===== config.mk =====
export PLATFORM = sky130hd
export DESIGN_NAME = decode_module
export DESIGN_NICKNAME = d
export VERILOG_FILES = /design/src/rtl/decode_pkg.sv /design/src/rtl/reg_file.sv /design/src/rtl/decode_module.sv
export SDC_FILE = /design/constraint.sdc
export NUM_CORES = 2
export LEC_CHECK = 0
export CAP_MARGIN = 20
export CORE_MARGIN = 2
export CORE_UTILIZATION = 40
export CTS_CLUSTER_SIZE = 12
export DETAILED_ROUTE_END_ITERATION = 12
export PLACE_DENSITY_LB_ADDON = 0.1
export SLEW_MARGIN = 20
export SYNTH_ARGS = -nofsm -noshare
export SYNTH_HDL_FRONTEND = slang
export SYNTH_SLANG_ARGS = --single-unit

===== constraint.sdc =====
create_clock -name clk -period 44.6 [get_ports clk]
set_clock_uncertainty 0.05 [all_clocks]
set_input_delay 11.15 -clock clk [delete_from_list [all_inputs] [get_ports clk]]
set_output_delay 11.15 -clock clk [all_outputs]
set_load 0.01 [all_outputs]

===== src/rtl/decode_pkg.sv =====
// Shared opcode, ALUOp and control-bundle definitions for the MIPS decode stage.
package decode_pkg;

   localparam logic [5:0] OP_RTYPE = 6'b000000;
   localparam logic [5:0] OP_LW    = 6'b100011;
   localparam logic [5:0] OP_SW    = 6'b101011;
   localparam logic [5:0] OP_BEQ   = 6'b000100;

   // ALUOp is {ALUOp1, ALUOp0}
   localparam logic [1:0] ALUOP_ADD   = 2'b00;
   localparam logic [1:0] ALUOP_SUB   = 2'b01;
   localparam logic [1:0] ALUOP_FUNCT = 2'b10;

   typedef struct packed {
      logic       regDst;
      logic       aluSrc;
      logic       memToReg;
      logic       regWrite;
      logic       memRead;
      logic       memWrite;
      logic       branch;
      logic [1:0] aluOp;
   } ctrlT;

   // Unknown opcodes decode to an all-zero bundle, which behaves as a NOP.
   function automatic ctrlT decodeOpcode(input logic [5:0] opcode);
      ctrlT ctrl;
      ctrl = '0;
      case (opcode)
         OP_RTYPE: begin
            ctrl.regDst   = 1'b1;
            ctrl.regWrite = 1'b1;
            ctrl.aluOp    = ALUOP_FUNCT;
         end
         OP_LW: begin
            ctrl.aluSrc   = 1'b1;
            ctrl.memToReg = 1'b1;
            ctrl.regWrite = 1'b1;
            ctrl.memRead  = 1'b1;
            ctrl.aluOp    = ALUOP_ADD;
         end
         OP_SW: begin
            ctrl.aluSrc   = 1'b1;
            ctrl.memWrite = 1'b1;
            ctrl.aluOp    = ALUOP_ADD;
         end
         OP_BEQ: begin
            ctrl.branch = 1'b1;
            ctrl.aluOp  = ALUOP_SUB;
         end
         default: ctrl = '0;
      endcase
      return ctrl;
   endfunction

endpackage


===== src/rtl/reg_file.sv =====
// 32x32 register file: async reset, two combinational read ports, one write port, r0 hardwired.
// Optional same-cycle write-to-read forwarding when DECODE_WRITE_BYPASS_EN is defined.
module reg_file
   import decode_pkg::*;
(
   input  logic        clk,
   input  logic        rst,
   input  logic [4:0]  readReg1,
   input  logic [4:0]  readReg2,
   input  logic [4:0]  writeReg,
   input  logic [31:0] writeData,
   input  logic        writeEn,
   output logic [31:0] readData1,
   output logic [31:0] readData2
);

   logic [31:0] regs [32];
   logic        doWrite;

   assign doWrite = writeEn && (writeReg != 5'd0);

   always_ff @(posedge clk or posedge rst) begin
      if (rst) begin
         for (int i = 0; i < 32; i++) begin
            regs[i] <= '0;
         end
      end else if (doWrite) begin
         regs[writeReg] <= writeData;
      end
   end

   always_comb begin
      readData1 = (readReg1 == 5'd0) ? 32'd0 : regs[readReg1];
      readData2 = (readReg2 == 5'd0) ? 32'd0 : regs[readReg2];
`ifdef DECODE_WRITE_BYPASS_EN
      // Reset blocks writes, so it must block the forwarded value as well.
      if (doWrite && !rst && (writeReg == readReg1)) readData1 = writeData;
      if (doWrite && !rst && (writeReg == readReg2)) readData2 = writeData;
`endif
   end

endmodule


===== src/rtl/decode_module.sv =====
// MIPS instruction-decode stage: main control, register-file reads, sign-extend, rt/rd fields.
// Define DECODE_WRITE_BYPASS_EN to forward the WB write to the read ports in the same cycle.
module decode_module
   import decode_pkg::*;
(
   input  logic        clk,
   input  logic        rst,
   input  logic [31:0] instruction,
   input  logic [4:0]  writeRegister,
   input  logic [31:0] writeData,
   input  logic        RegWrite_in,
   output logic        RegDst,
   output logic        ALUSrc,
   output logic        MemtoReg,
   output logic        MemRead,
   output logic        MemWrite,
   output logic        Branch,
   output logic        ALUOp1,
   output logic        ALUOp0,
   output logic        RegWrite,
   output logic [31:0] ReadData1,
   output logic [31:0] ReadData2,
   output logic [31:0] signExtended,
   output logic [4:0]  instruction_20_16,
   output logic [4:0]  instruction_15_11
);

   ctrlT ctrl;

   always_comb begin
      ctrl = decodeOpcode(instruction[31:26]);
   end

   assign RegDst   = ctrl.regDst;
   assign ALUSrc   = ctrl.aluSrc;
   assign MemtoReg = ctrl.memToReg;
   assign MemRead  = ctrl.memRead;
   assign MemWrite = ctrl.memWrite;
   assign Branch   = ctrl.branch;
   assign ALUOp1   = ctrl.aluOp[1];
   assign ALUOp0   = ctrl.aluOp[0];
   assign RegWrite = ctrl.regWrite;

   assign signExtended      = {{16{instruction[15]}}, instruction[15:0]};
   assign instruction_20_16 = instruction[20:16];
   assign instruction_15_11 = instruction[15:11];

   reg_file uRegFile (
      .clk       (clk),
      .rst       (rst),
      .readReg1  (instruction[25:21]),
      .readReg2  (instruction[20:16]),
      .writeReg  (writeRegister),
      .writeData (writeData),
      .writeEn   (RegWrite_in),
      .readData1 (ReadData1),
      .readData2 (ReadData2)
   );

endmodule


# Word-level counts from Yosys, hierarchy flattened

Cells that the tools add are included.

$lt $le $gt $ge: 4
Equal/unequal tests: 3
Mux-type cells: 18
Bitwise logic cells: 3
Reductions and logical operators: 8

Operators with widths:

| kind                                                                         | number |
|---|---|
| 1024-bit bitwise mux                                                         | 1 |
| 32-bit binary-select mux with 5-bit select                                   | 2 |
| 32-bit two-way mux                                                           | 7 |
| 32-bit demux with 5-bit select                                               | 1 |
| 6-bit greater-or-equal comparator, second input constant                     | 3 |
| 5-bit NOT with 6-bit output                                                  | 3 |
| 6-bit == test, second input constant                                         | 2 |
| 5-bit zero test                                                              | 2 |
| 6-bit by 3-bit == test with 1-bit output, second input constant              | 1 |
| 6-bit zero test                                                              | 1 |
| 6-bit by 1-bit less-than comparator with 1-bit output, second input constant | 1 |
| 1-bit two-way mux                                                            | 6 |
| 5-bit nonzero test                                                           | 1 |
| 2-bit one-hot mux with 2 select lines                                        | 1 |
| 2-bit OR reduction                                                           | 2 |
| 1-bit logical AND                                                            | 2 |

Flip-flop bits (word level): 1,024
Input port bits: 72
Output and inout port bits: 115

# Depth between registers and ports, before layout

Depth in word-level cells: 6
Gate-level depth with buffers: 7

# Hierarchy

A second synthesis with hierarchy kept.

Cell total of the unflattened synthesis: 3,738
Area total of the unflattened synthesis: 55,106.6 µm²

Modules (own cells, without submodules):

| module        | times used | cells an instance | area an instance (µm²) | seq. area each (µm²) |
|---|---|---|---|---|
| reg_file      | 1          | 3,683             | 54,691.2               | 25,624.6 |
| decode_module | 1          | 55                | 415.4                  | 0.0 |

# Worst setup path before layout

No wires, ideal clock.

Path type: input -> output
Start: input port instruction[22]
End: output port ReadData1[16]
Arrival: 12,626 ps
Setup slack: 20,774 ps
Stages on the path: 7
Buffers on the path: 3
Path through: buf_4 buf_4 nor2b_1 clkbuf_1 a221oi_1 o21ai_0 a311oi_1

Word-level cells in the longest chain between the ends: 5

RTL lines:

| element                                                | line                | RTL |
|---|---|---|
| start: declaration                                     | decode_module.sv:8  | `input logic [31:0] instruction,` |
| 5-bit NOT with 6-bit output (implied by the code)      | reg_file.sv:33      | `readData1 = (readReg1 == 5'd0) ? 32'd0 : regs[readReg1];` |
| 32-bit binary-select mux with 5-bit select             | reg_file.sv:33      |  |
| 32-bit two-way mux (implied by the code) (2 in series) | reg_file.sv:33      |  |
| 32-bit two-way mux *                                   | reg_file.sv:33      |  |
| end: declaration                                       | decode_module.sv:21 | `output logic [31:0] ReadData1,` |

Mark *: on every way between the ends. The rest lies on a longest branch, timed or not. The select of a mux whose other input is x is not followed.

# Final worst setup path

Start: input port instruction[22]
End: output port ReadData1[30]

The elaborated chain is that of the path after synthesis.

==> results by group <==
Floorplan
  – Core area: 136,000 um2
  – Initial Utilization: 40.3%
  – Std cell rows: 135
  – IO Count: 187
  – Die H: 374 um
  – Die width: 374 um
  – Area of the die: 140,000 um2

Timing
  – Slew HR: 21.4%
  – Setup ws final: 16,720 ps
  – Max-slew violations: 0
  – Period utilization: 62.5%
  – Final Hold Fails: 0
  – F_max: 35.9 MHz
  – Final min period: 27,880 ps
  – Worst slew pin tran: 1180 ps
  – Final setup vio count: 0
  – Unrepaired setup endpoints after global routing: no
  – Sum Neg Setup Slack: 0 ps

Routing
  – WL/cell: 35.7 um
  – Drc violations: 0
  – Drt pass-1 iters: 6
  – Initial drt markers: 3,025
  – Via density: 6.52
  – Post-route ant nets: 0
  – Via count: 35,279
  – Final WL: 193,000 um

Synth
  – Post-synth top area share: 46.8%
  – Async set or reset register ratio after synthesis: 100%
  – Synth Area per Inst: 14.9 um2
  – Post-Synthesis Cells: 3,671
  – Post-synthesis xor/xnor area fraction: 0%
  – Synth Warn #: 0
  – EDFF count, synth: 0
  – Sequential-to-total area share from yosys stat: 46.8%
  – Yosys top cell by area: dfrtp_1
  – Synth top area cells: dfrtp_1 47%, mux2_2 22%, mux4_2 18%
  – Number of synthesized register bits: 1,024
  – Largest family of logic cells by synthesized area: multiplexers
  – Syn Nets: 3,743
  – Synth Area in Adders: 0%
  – Mux share of post-synthesis cell area: 42.5%
  – Simple-gate share of the synthesized area: 1.74%
  – Post-Syn Area: 54,700 um2
  – Compound-Gate Fraction of Synth Area: 4.80%
  – Yosys cell types: 37
  – Synth Flop Type: dfrtp_1

Layout
  – Largest register FFs: 1,024
  – Share of layout cells above drive strength 1: 50.7%
  – Layout Cells excl Fill: 5,414
  – Nets@finish: 3,608
  – Commonest non-fill, non-tap cell in the layout: mux2_2
  – Top reg by flops: uRegFile.regs
  – Biggest regs: uRegFile.regs x1024
  – Fillers: 11,828
  – Synth-to-layout area growth: 11.4%
  – Fin util: 44.9%
  – Most frequent cells in the layout: 1,053 x mux2_2, 1,024 x dfrtp_1, 448 x mux4_2

CTS
  – CTS buffer count: 118
  – H-tree Lvls: 3
  – Clock latency on the worst-skew pair: 740 ps
  – Clock Tree Root: clkbuf_16
  – Hold buffers post-CTS: 0
  – Clock Path Buffers: 3
  – CTS Sinks: 1,024
  – # resized after CTS: 0
  – Worst-path clk slew: 60 ps
  – Buffer count from post-CTS setup fixing: 0
  – CTS tree: done

Critical path
  – CP endpoint kind: output pin
  – Slowest-stage cell, CP: buf_4
  – R2R setup slack: 43,730 ps
  – Max incr delay on CP: 830 ps
  – Crit Path Max Fanout: 43
  – Critical Path RT: 33,400 ps
  – Type of the worst setup path: input port to output pin
  – Most frequent CP cell: buf_4
  – R2R Path Start: uRegFile.regs[120]
  – Reg2reg end: uRegFile.regs[120]
  – Worst path arrival time: 16,680 ps
  – Crit start category: input port
  – Crit-path cells: buf_8 -> buf_4 -> buf_4 -> buf_4 -> buf_4 -> mux4_2 -> o21ai_0 -> a311oi_1 -> clkdlybuf4s50_1
  – R2r worst-path depth: 1

GRT
  – Global-route wire length before repair: 280,000 um
  – Global-route usage over all layers: 27.7%
  – Largest net degree at the start of global routing: 178
  – Global route overflow: 0
  – Initial antenna violation count: 6
  – Vias in the first global route: 37,600

Power
  – Max VDD drop: 34.1 uV
  – Net Sw Frac: 27.3%
  – Static Leak: 25.9 nW
  – Power density over the cells: 45.6 nW/um2
  – Clock network fraction of total power: 35.6%
  – Sequential fraction of design power: 44.6%
  – Internal power: 2.02 mW
  – Comb power frac: 19.8%
  – Psw: 0.757 mW

Place
  – Post-DP HPWL: 106,000 um
  – Dpl ws: 16,620 ps
  – Port bufs: 133
  – GP Congestion: 0.786
  – Placed instance count: 5,195

Worst hold path
  – Hold_sp: uRegFile.regs[1015]
  – Worst Hold Path EP: uRegFile.regs[1015]
  – Hold Crit Class: register to register
  – WHS Path Cells: 0

Run status
  – Status: finished, final reports clean

Flow run
  – Max-capacitance violation count: 0
stage by stage:
| step | area (um2) | total power [mW] | hold WS [ps] |
|---|---|---|---|
| after global placement | 57000 | 1.76 | 326 |
| after floorplan | 54700 | 1.63 | 391 |
| after global routing | 60900 | 2.89 | 358 |
| final | 60900 | 2.77 | 343 |
| after CTS | 60900 | 2.79 | 346 |
| after detailed placement | 57000 | 1.80 | 333 |
cells by family (layout without fill, tap and decap cells):
logic type	Yosys count	count (layout)
multiplexers	1632	1632
flip-flops	1024	1024
buffers and inverters	474	432
AO/OA/AOI/OAI	365	365
AND/OR/NAND/NOR	176	176
other	0	4
Yosys cell counts (3+ instances only):
cell	instances
buf_2	142
or2_2	4
mux4_2	448
a22oi_1	64
or4_1	3
nor2_1	21
mux2_2	1053
nand3b_1	4
nor3b_1	4
nor2b_1	68
a221oi_1	45
buf_1	36
o21ai_1	9
mux2_1	3
inv_1	4
nand2_1	54
clkbuf_1	218
mux2i_1	128
dfrtp_1	1024
o21ai_0	100
o2111ai_1	19
buf_4	71
nand2b_1	3
a211oi_1	64
a311oi_1	64
power groups by stage:
stage	Combinational, mW	Sequential (mW)	Clock, mW
after floorplan	0.426	1.20	0
after global placement	0.534	1.23	0
after detailed placement	0.551	1.25	0
after CTS	0.553	1.23	1.01
after global routing	0.588	1.26	1.05
final	0.551	1.24	0.988
worst max-delay path: cells and delay by family:
kind                   cells  cell delay [ps]
buffers and inverters      6             4050
AOI/OAI and AO/OA          2              680
muxes                      1              570
area by class of cell:
class / count / area [um2] / share of cell area, %
Antenna cell: 4 / 10.0 / 0.0164
Clock buffer: 178 / 3520 / 5.78
Clock inverter: 35 / 400 / 0.657
Inverter: 4 / 30.0 / 0.0493
Multi-Input combinational cell: 2173 / 27100 / 44.5
Sequential cell: 1024 / 25600 / 42.1
Tap cell: 1781 / 2230 / 3.66
Timing Repair Buffer: 215 / 1980 / 3.26
worst max-delay path by stage:
| stage | start | to | slack, ps | cells past startpoint |
|---|---|---|---|---|
| CTS | instruction[22] | ReadData1[23] | 16610 | 10 |
| finish | instruction[22] | ReadData1[30] | 16720 | 9 |
| detailed placement | instruction[22] | ReadData1[23] | 16620 | 10 |
| global route | instruction[22] | ReadData1[30] | 16350 | 9 |
| floorplan | rst | uRegFile.regs[0] | 4580 | 1 |
| global placement | instruction[22] | ReadData1[23] | 16600 | 10 |
per-layer routing:
| layer | GRT usage (%) | vias to the layer above | part of all wire [%] |
|---|---|---|---|
| met3 | 5.09 | 417 | 6.9 |
| met2 | 44.3 | 1536 | 47 |
| li1 | - | 13893 | - |
| met5 | 0 | - | 0.0067 |
| met4 | 10.7 | 2 | 3.8 |
| met1 | 37.6 | 19431 | 42 |
Power figures use the tool's default switching activity.
